--- src/rtl/shift_arb_serializer.sv ---
// shift_arb_serializer
//   Two-requester round-robin arbiter that feeds one shared shift chain.
//   An accepted word is emitted MSB first on o_data. o_frame is high for the
//   WIDTH bit cycles. One idle gap cycle follows each word.
//
// Ports
//   CLK, RST_n            clock (rising edge), asynchronous active-low reset
//   reqN_valid/data/ready valid/ready word inputs for requesters 0 and 1
//   o_data                serial bit, 0 outside a frame
//   o_frame               high while o_data carries a valid bit
//   o_src                 index of the requester whose word is being shifted
//   o_busy                high whenever the FSM is not IDLE
module shift_arb_serializer #(
  parameter int WIDTH = 8
) (
  input  logic             CLK,
  input  logic             RST_n,
  input  logic             req0_valid,
  input  logic [WIDTH-1:0] req0_data,
  output logic             req0_ready,
  input  logic             req1_valid,
  input  logic [WIDTH-1:0] req1_data,
  output logic             req1_ready,
  output logic             o_data,
  output logic             o_frame,
  output logic             o_src,
  output logic             o_busy
);

  localparam int CW = $clog2(WIDTH);

  typedef enum logic [1:0] {
    IDLE  = 2'd0,
    SHIFT = 2'd1,
    GAP   = 2'd2
  } state_t;

  state_t           state_reg;
  logic [WIDTH-1:0] chain_reg;
  logic [WIDTH-1:0] chain_shift;
  logic [CW-1:0]    count_reg;
  logic             last_reg;
  logic             src_reg;
  logic             frame_reg;
  logic             busy_reg;

  logic             grant_valid;
  logic             grant_idx;
  logic [WIDTH-1:0] grant_data;
  logic             accept;

  // A tie goes to the requester that did not win last time. A lone
  // requester always wins, whatever the pointer says.
  always_comb begin
    grant_valid = req0_valid | req1_valid;
    if (req0_valid && req1_valid) begin
      grant_idx = ~last_reg;
    end else begin
      grant_idx = req1_valid;
    end
    grant_data = grant_idx ? req1_data : req0_data;
  end

  assign req0_ready = (state_reg == IDLE) && grant_valid && !grant_idx;
  assign req1_ready = (state_reg == IDLE) && grant_valid &&  grant_idx;
  assign accept     = req0_ready | req1_ready;

  // Left shift by one, filling the LSB with zero.
  genvar gi;
  generate
    for (gi = 0; gi < WIDTH; gi++) begin : g_shift
      if (gi == 0) begin : g_lsb
        assign chain_shift[gi] = 1'b0;
      end else begin : g_bit
        assign chain_shift[gi] = chain_reg[gi-1];
      end
    end
  endgenerate

  always_ff @(posedge CLK or negedge RST_n) begin
    if (!RST_n) begin
      state_reg <= IDLE;
      chain_reg <= '0;
      count_reg <= '0;
      last_reg  <= 1'b1;
      src_reg   <= 1'b0;
      frame_reg <= 1'b0;
      busy_reg  <= 1'b0;
    end else begin
      case (state_reg)
        IDLE: begin
          if (accept) begin
            chain_reg <= grant_data;
            src_reg   <= grant_idx;
            last_reg  <= grant_idx;
            count_reg <= '0;
            frame_reg <= 1'b1;
            busy_reg  <= 1'b1;
            state_reg <= SHIFT;
          end
        end
        SHIFT: begin
          chain_reg <= chain_shift;
          if (count_reg == CW'(WIDTH - 1)) begin
            count_reg <= '0;
            frame_reg <= 1'b0;
            state_reg <= GAP;
          end else begin
            count_reg <= count_reg + CW'(1);
          end
        end
        GAP: begin
          busy_reg  <= 1'b0;
          state_reg <= IDLE;
        end
        default: begin
          frame_reg <= 1'b0;
          busy_reg  <= 1'b0;
          state_reg <= IDLE;
        end
      endcase
    end
  end

  // The chain MSB is the current bit. Gating it with the frame flag keeps
  // the line quiet outside SHIFT.
  assign o_data  = frame_reg & chain_reg[WIDTH-1];
  assign o_frame = frame_reg;
  assign o_src   = src_reg;
  assign o_busy  = busy_reg;

endmodule

--- config.mk ---
export PLATFORM = sky130hd
export DESIGN_NAME = shift_arb_serializer
export DESIGN_NICKNAME = d
export VERILOG_FILES = /design/src/rtl/shift_arb_serializer.sv
export SDC_FILE = /design/constraint.sdc
export NUM_CORES = 1
export LEC_CHECK = 0
export CORE_MARGIN = 3
export CORE_UTILIZATION = 45
export CTS_BUF_LIST = sky130_fd_sc_hd__clkbuf_16
export CTS_CLUSTER_DIAMETER = 50
export DETAILED_ROUTE_END_ITERATION = 12
export PLACE_DENSITY = 0.8
export SETUP_SLACK_MARGIN = 0.02
export SYNTH_ARGS = -nofsm -noshare
export SYNTH_HDL_FRONTEND = slang
export SYNTH_SLANG_ARGS = --single-unit
--- constraint.sdc ---
create_clock -name CLK -period 1.69 [get_ports CLK]
set_input_delay 0.169 -clock CLK [delete_from_list [all_inputs] [get_ports CLK]]
set_output_delay 0.169 -clock CLK [all_outputs]
set_load 0.005 [all_outputs]
## Yosys cells after proc, flatten, opt, wreduce, memory -nomap -nowiden

Index checks and enable logic that the tools add are counted.

| word-level totals | value |
|---|---|
| register bits after elaboration | 17 |
| input bits | 20 |
| output and inout bits | 6 |
| logic and storage cells | 45 |

| cells by class | value |
|---|---|
| add/subtract/negate cells | 1 |
| equality and inequality tests | 5 |
| mux-type cells | 14 |
| bitwise operators | 6 |
| reductions and logical operators | 12 |

Operators with widths:

| cell | number |
|---|---|
| $mux W8 | 2 |
| $pmux W8 S2 | 1 |
| $reduce_and A2 Y1 | 4 |
| $mux W3 | 2 |
| $pmux W3 S2 | 1 |
| $logic_and A1 B1 Y1 | 4 |
| $mux W2 | 2 |
| $ne A2 B2 Y1 const B | 2 |
| $pmux W2 S2 | 1 |
| $add A3 B1 Y3 const B | 1 |
| $eq A3 B3 Y1 const B | 1 |
| $mux W1 | 3 |
| $not A1 Y1 | 3 |
| $pmux W1 S3 | 1 |
| $reduce_and A3 Y1 | 1 |
| $eq A2 B1 Y1 const B | 1 |
| $eq A2 B2 Y1 const B | 1 |
| $logic_not A2 Y1 | 1 |
| $or A1 B1 Y1 | 2 |
| $pmux W1 S2 | 1 |
| $reduce_bool A2 Y1 | 1 |
| $and A1 B1 Y1 | 1 |
| $logic_not A1 Y1 | 1 |

## Depth between registers and ports, before layout

| logic depth | value |
|---|---|
| depth after elaboration | 7 |
| mapped depth | 5 |
| mapped depth without buffers | 5 |

## Worst setup path after synthesis

No wires, ideal clock.

| timing path | value |
|---|---|
| path type | register to register |
| start | reg count_reg[0] |
| end | reg count_reg[2] |
| data arrival time | 1,133 ps |
| data required time | 1,570 ps |
| path slack | 437 ps |
| cell stages (with the launch flop) | 5 |
| buffers on the path | 0 |
| period minus slack after synthesis | 1,253 ps |
| path through | dfrtp_1 ha_1 ha_1 and2_1 a31o_2 |

| on the way | value |
|---|---|
| cells in the longest elaborated chain, start to end | 3 |

RTL lines:

| element | RTL line | RTL |
|---|---|---|
| start: declaration | 41 | `logic [CW-1:0] count_reg;` |
| start signal: assignment | 109 | `count_reg <= count_reg + CW'(1);` |
| $add A3 B1 Y3 or $eq A3 B3 Y1 (tied branches) | 109, 104 |  |
| $mux W3 (*) | 104 | `if (count_reg == CW'(WIDTH - 1)) begin` |
| $pmux W3 S2 (*) | 90 | `case (state_reg)` |

Mark *: on every way between the ends. The rest lies on a longest branch, timed or not.
A chain may end at the register's enable or synchronous reset.

## Worst setup path after layout

| timing path | value |
|---|---|
| start | reg state_reg[0] |
| end | out req1_ready |

| on the way | value |
|---|---|
| cells in the longest elaborated chain, start to end | 3 |

RTL lines:

| element | RTL line | RTL |
|---|---|---|
| start: declaration | 38 | `state_t state_reg;` |
| start signal: assignment | 82 | `state_reg <= IDLE;` |
| start signal: assignment | 99 | `state_reg <= SHIFT;` |
| start signal: assignment | 107 | `state_reg <= GAP;` |
| $logic_not A2 Y1 | 65 | `assign req1_ready = (state_reg == IDLE) && grant_valid && grant_idx;` |
| $logic_and A1 B1 Y1 (2 in a row) | 65 |  |
| end: declaration | 23 | `output logic req1_ready,` |

No other way between the ends.

==> results.ini <==
[synth]
synth_top_family_by_area = compound AO/OA/AOI/OAI gates
synth_top_cells_by_area = dfrtp_1 45%, mux2i_1 10%, o211ai_2 8.5%, o21ai_0 6.2%, nand2_1 3.8%
synth_xor_area_share_pct = 0
avgSynthCellArea_um2 = 11.2
ys_top_cells_by_count = 16 x dfrtp_1, 11 x o21ai_0, 9 x mux2i_1, 9 x nand2_1, 6 x o211ai_2
yosys.area_share.simple_pct = 11.2
synth-adder-area-share_pct = 2.83
yosys.area.top_type = dfrtp_1
synth_top_area_share_pct = 45.3
async_reset_ff_share_pct = 100
synth_top_flop_cell = dfrtp_1
yosys_warnings = 0
yosys.cell_types.count = 27
postSynthCellCount = 79
synth-seq-area-share_pct = 48.2
ys_ff_latch = 17
synth_compound_area_share_pct = 23.6
synth_most_common_cell = dfrtp_1
synth_edf_count = 0
syn-num-nets = 101
synth_area_um2 = 885
synth_mux_area_share_pct = 10.2

[drt]
dr.pass1.iters = 3
post_drt_wl_per_cell_um = 14.3
routed_wl_um = 2020
drc = 0
vias_per_cell = 5.22
antenna_left = 0
drt_iter0_markers = 3
vias = 736

[cts]
clock-sinks = 17
clkSlewWorstSetupHoldPaths_ns = 0.06
clk_latency_ns = 0.25
cts_buffer_depth = 2
cts_buffers = 3
cts_root_buf = clkbuf_16
htreeDepth = 1
cts_tree = done

[sta]
post-route-period-util_pct = 86.7
maxSlewViolCount = 0
fin_crit_ns = 1.47
max_slew_margin_pct = 83.9
grt_setup_unrepaired = false
worstMarginPinSlew_ns = 0.239
setup_viol = 0
fmax_mhz = 683
finalSetupTns_ns = 0
finalHoldViolCount = 0
fin_skew_ns = 0.00747

[worst_setup_path]
critPathSlowestCell = dfrtp_2
timing.rr.start = count_reg[0]
cp_num_buf_inv = 2
crit_chain = nor2_4, buf_4, and2_4, dlygate4sd2_1
crit_family = flip-flops
cpPeakStageDelay_ns = 0.43
cp-end-kind = primary output
crit_fanout = 3
cp-start-kind = register
cp-startpoint = state_reg[0]
worst-setup-path-type = register to primary output
cp.arrival_ns = 1.30
worst_ep_required_time_ns = 1.52

[hold_path]
hold_class = input pin to asynchronous set/reset pin

[final_layout]
nets = 139
synthToLayoutAreaGrowth_pct = 50.1
fin_area_um2 = 1330
drive_above_1_share_pct = 27.6
largest_reg_flops = 8
fin_util_pct = 74.5
antennaDiodeCount = 0

[placement]
portBuffers = 25
dp_hpwl_um = 1400
place_congestion = 0.742
placed_cell_area_um2 = 1200

[pwr]
netSwitchingFraction_pct = 31.6
p_int_mw = 1.39
vdd_drop_max_mv = 1.30
fin_total_pwr_mw = 2.03
p_seq_share_pct = 34.3
comb_power_share_pct = 42.0
p_leak_nw = 0.631
powerDensity_nw_per_um2 = 1530
p_sw_mw = 0.641
clkPwrFrac_pct = 23.7

[floorplanning]
start_util_pct = 49.6
coreArea_um2 = 1780
fp.dieW_um = 50.3
fp.dieH_um = 50.3
floorplan.rows = 15
die_area_um2 = 2530
num_io_pins = 26

[global_routing]
track_usage_pct = 17.7
grt_max_degree = 18
grt_overflow = 0
grt_pass1_vias = 746
gr-usage-met2_pct = 32.0
grt_antenna_before_repair = 0
grt_pass1_wl_um = 3320
met1_usage_pct = 19.1
busiest_layer = met2
globalRouteMet3Util_pct = 6.23

[outcome]
status = finished clean

[flow_run]
maxCapViolCount = 0

## power by group through the flow
stage / Sequential [mW] / Clock [mW] / Combinational (mW)
after floorplan: 0.675 / 0 / 0.508
after global placement: 0.687 / 0 / 0.746
after detailed placement: 0.695 / 0 / 0.779
after CTS: 0.702 / 0.490 / 0.786
after global routing: 0.716 / 0.510 / 0.945
final: 0.696 / 0.479 / 0.851
## path summary, 6_finish.rpt
kind                                end  slack (ns)  cells past startpoint
min                             o_frame        0.27                      2
max reg2reg                count_reg[2]        0.37                      4
max in group asynchronous      last_reg        1.16                      2
max                          req1_ready        0.22                      4
min in group CLK               last_reg        0.30                      3
min reg2reg                chain_reg[3]        0.48                      2
## area by class of cell
class	count	area, um^2
Timing Repair Buffer	37	344
Sequential cell	17	428
Inverter	2	7.51
Clock inverter	1	5.00
Fill cell	126	455
Clock buffer	3	75.1
Tap cell	25	31.3
Multi-Input combinational cell	56	437
## cells by family (layout without fill, tap and decap cells)
logic type      Yosys count  after routing
buf+inv                   6             43
flops                    17             17
mux                       9              9
simple gates             19             19
compound gates           26             26
fa+ha+maj                 2              2
## layout by cell type (no fill, tap or decap), drive strengths merged
master / count
dlymetal6s2s: 2
a21oi: 1
nand2b: 1
clkbuf: 3
and2: 5
o21ai: 12
clkinv: 1
a31o: 2
buf: 12
o211ai: 6
dlygate4sd2: 1
ha: 2
nor2b: 1
inv: 2
nand2: 9
a31oi: 1
dfstp: 1
nor3: 1
a21boi: 1
mux2i: 9
a21o: 1
dfrtp: 16
o221ai: 1
o31ai: 1
clkdlybuf4s50: 22
nor2: 2
## repair_timing
item	CTS	global route
resized for setup	5	2
hold buffers	0	0
pin swaps	0	1
endpoints found under the setup margin	2	1
setup buffers	0	4
## routing by layer
layer,share of wire [%],up-vias
met5,0,-
met4,0.84,0
met3,5.3,3
met2,54,21
met1,40,356
li1,-,356
## per-stage QoR
stage / setup WS, ns / std cells / hold slack [ns]
detailed placement: 0.0134 / 133 / 0.473
finish: 0.225 / 141 / 0.271
CTS: 0.0179 / 137 / 0.270
global route: 0.176 / 141 / 0.284
floorplan: 0.437 / 79 / -0.127
global placement: 0.0260 / 133 / 0.459
Note: power is estimated with default switching activity, not from simulation.
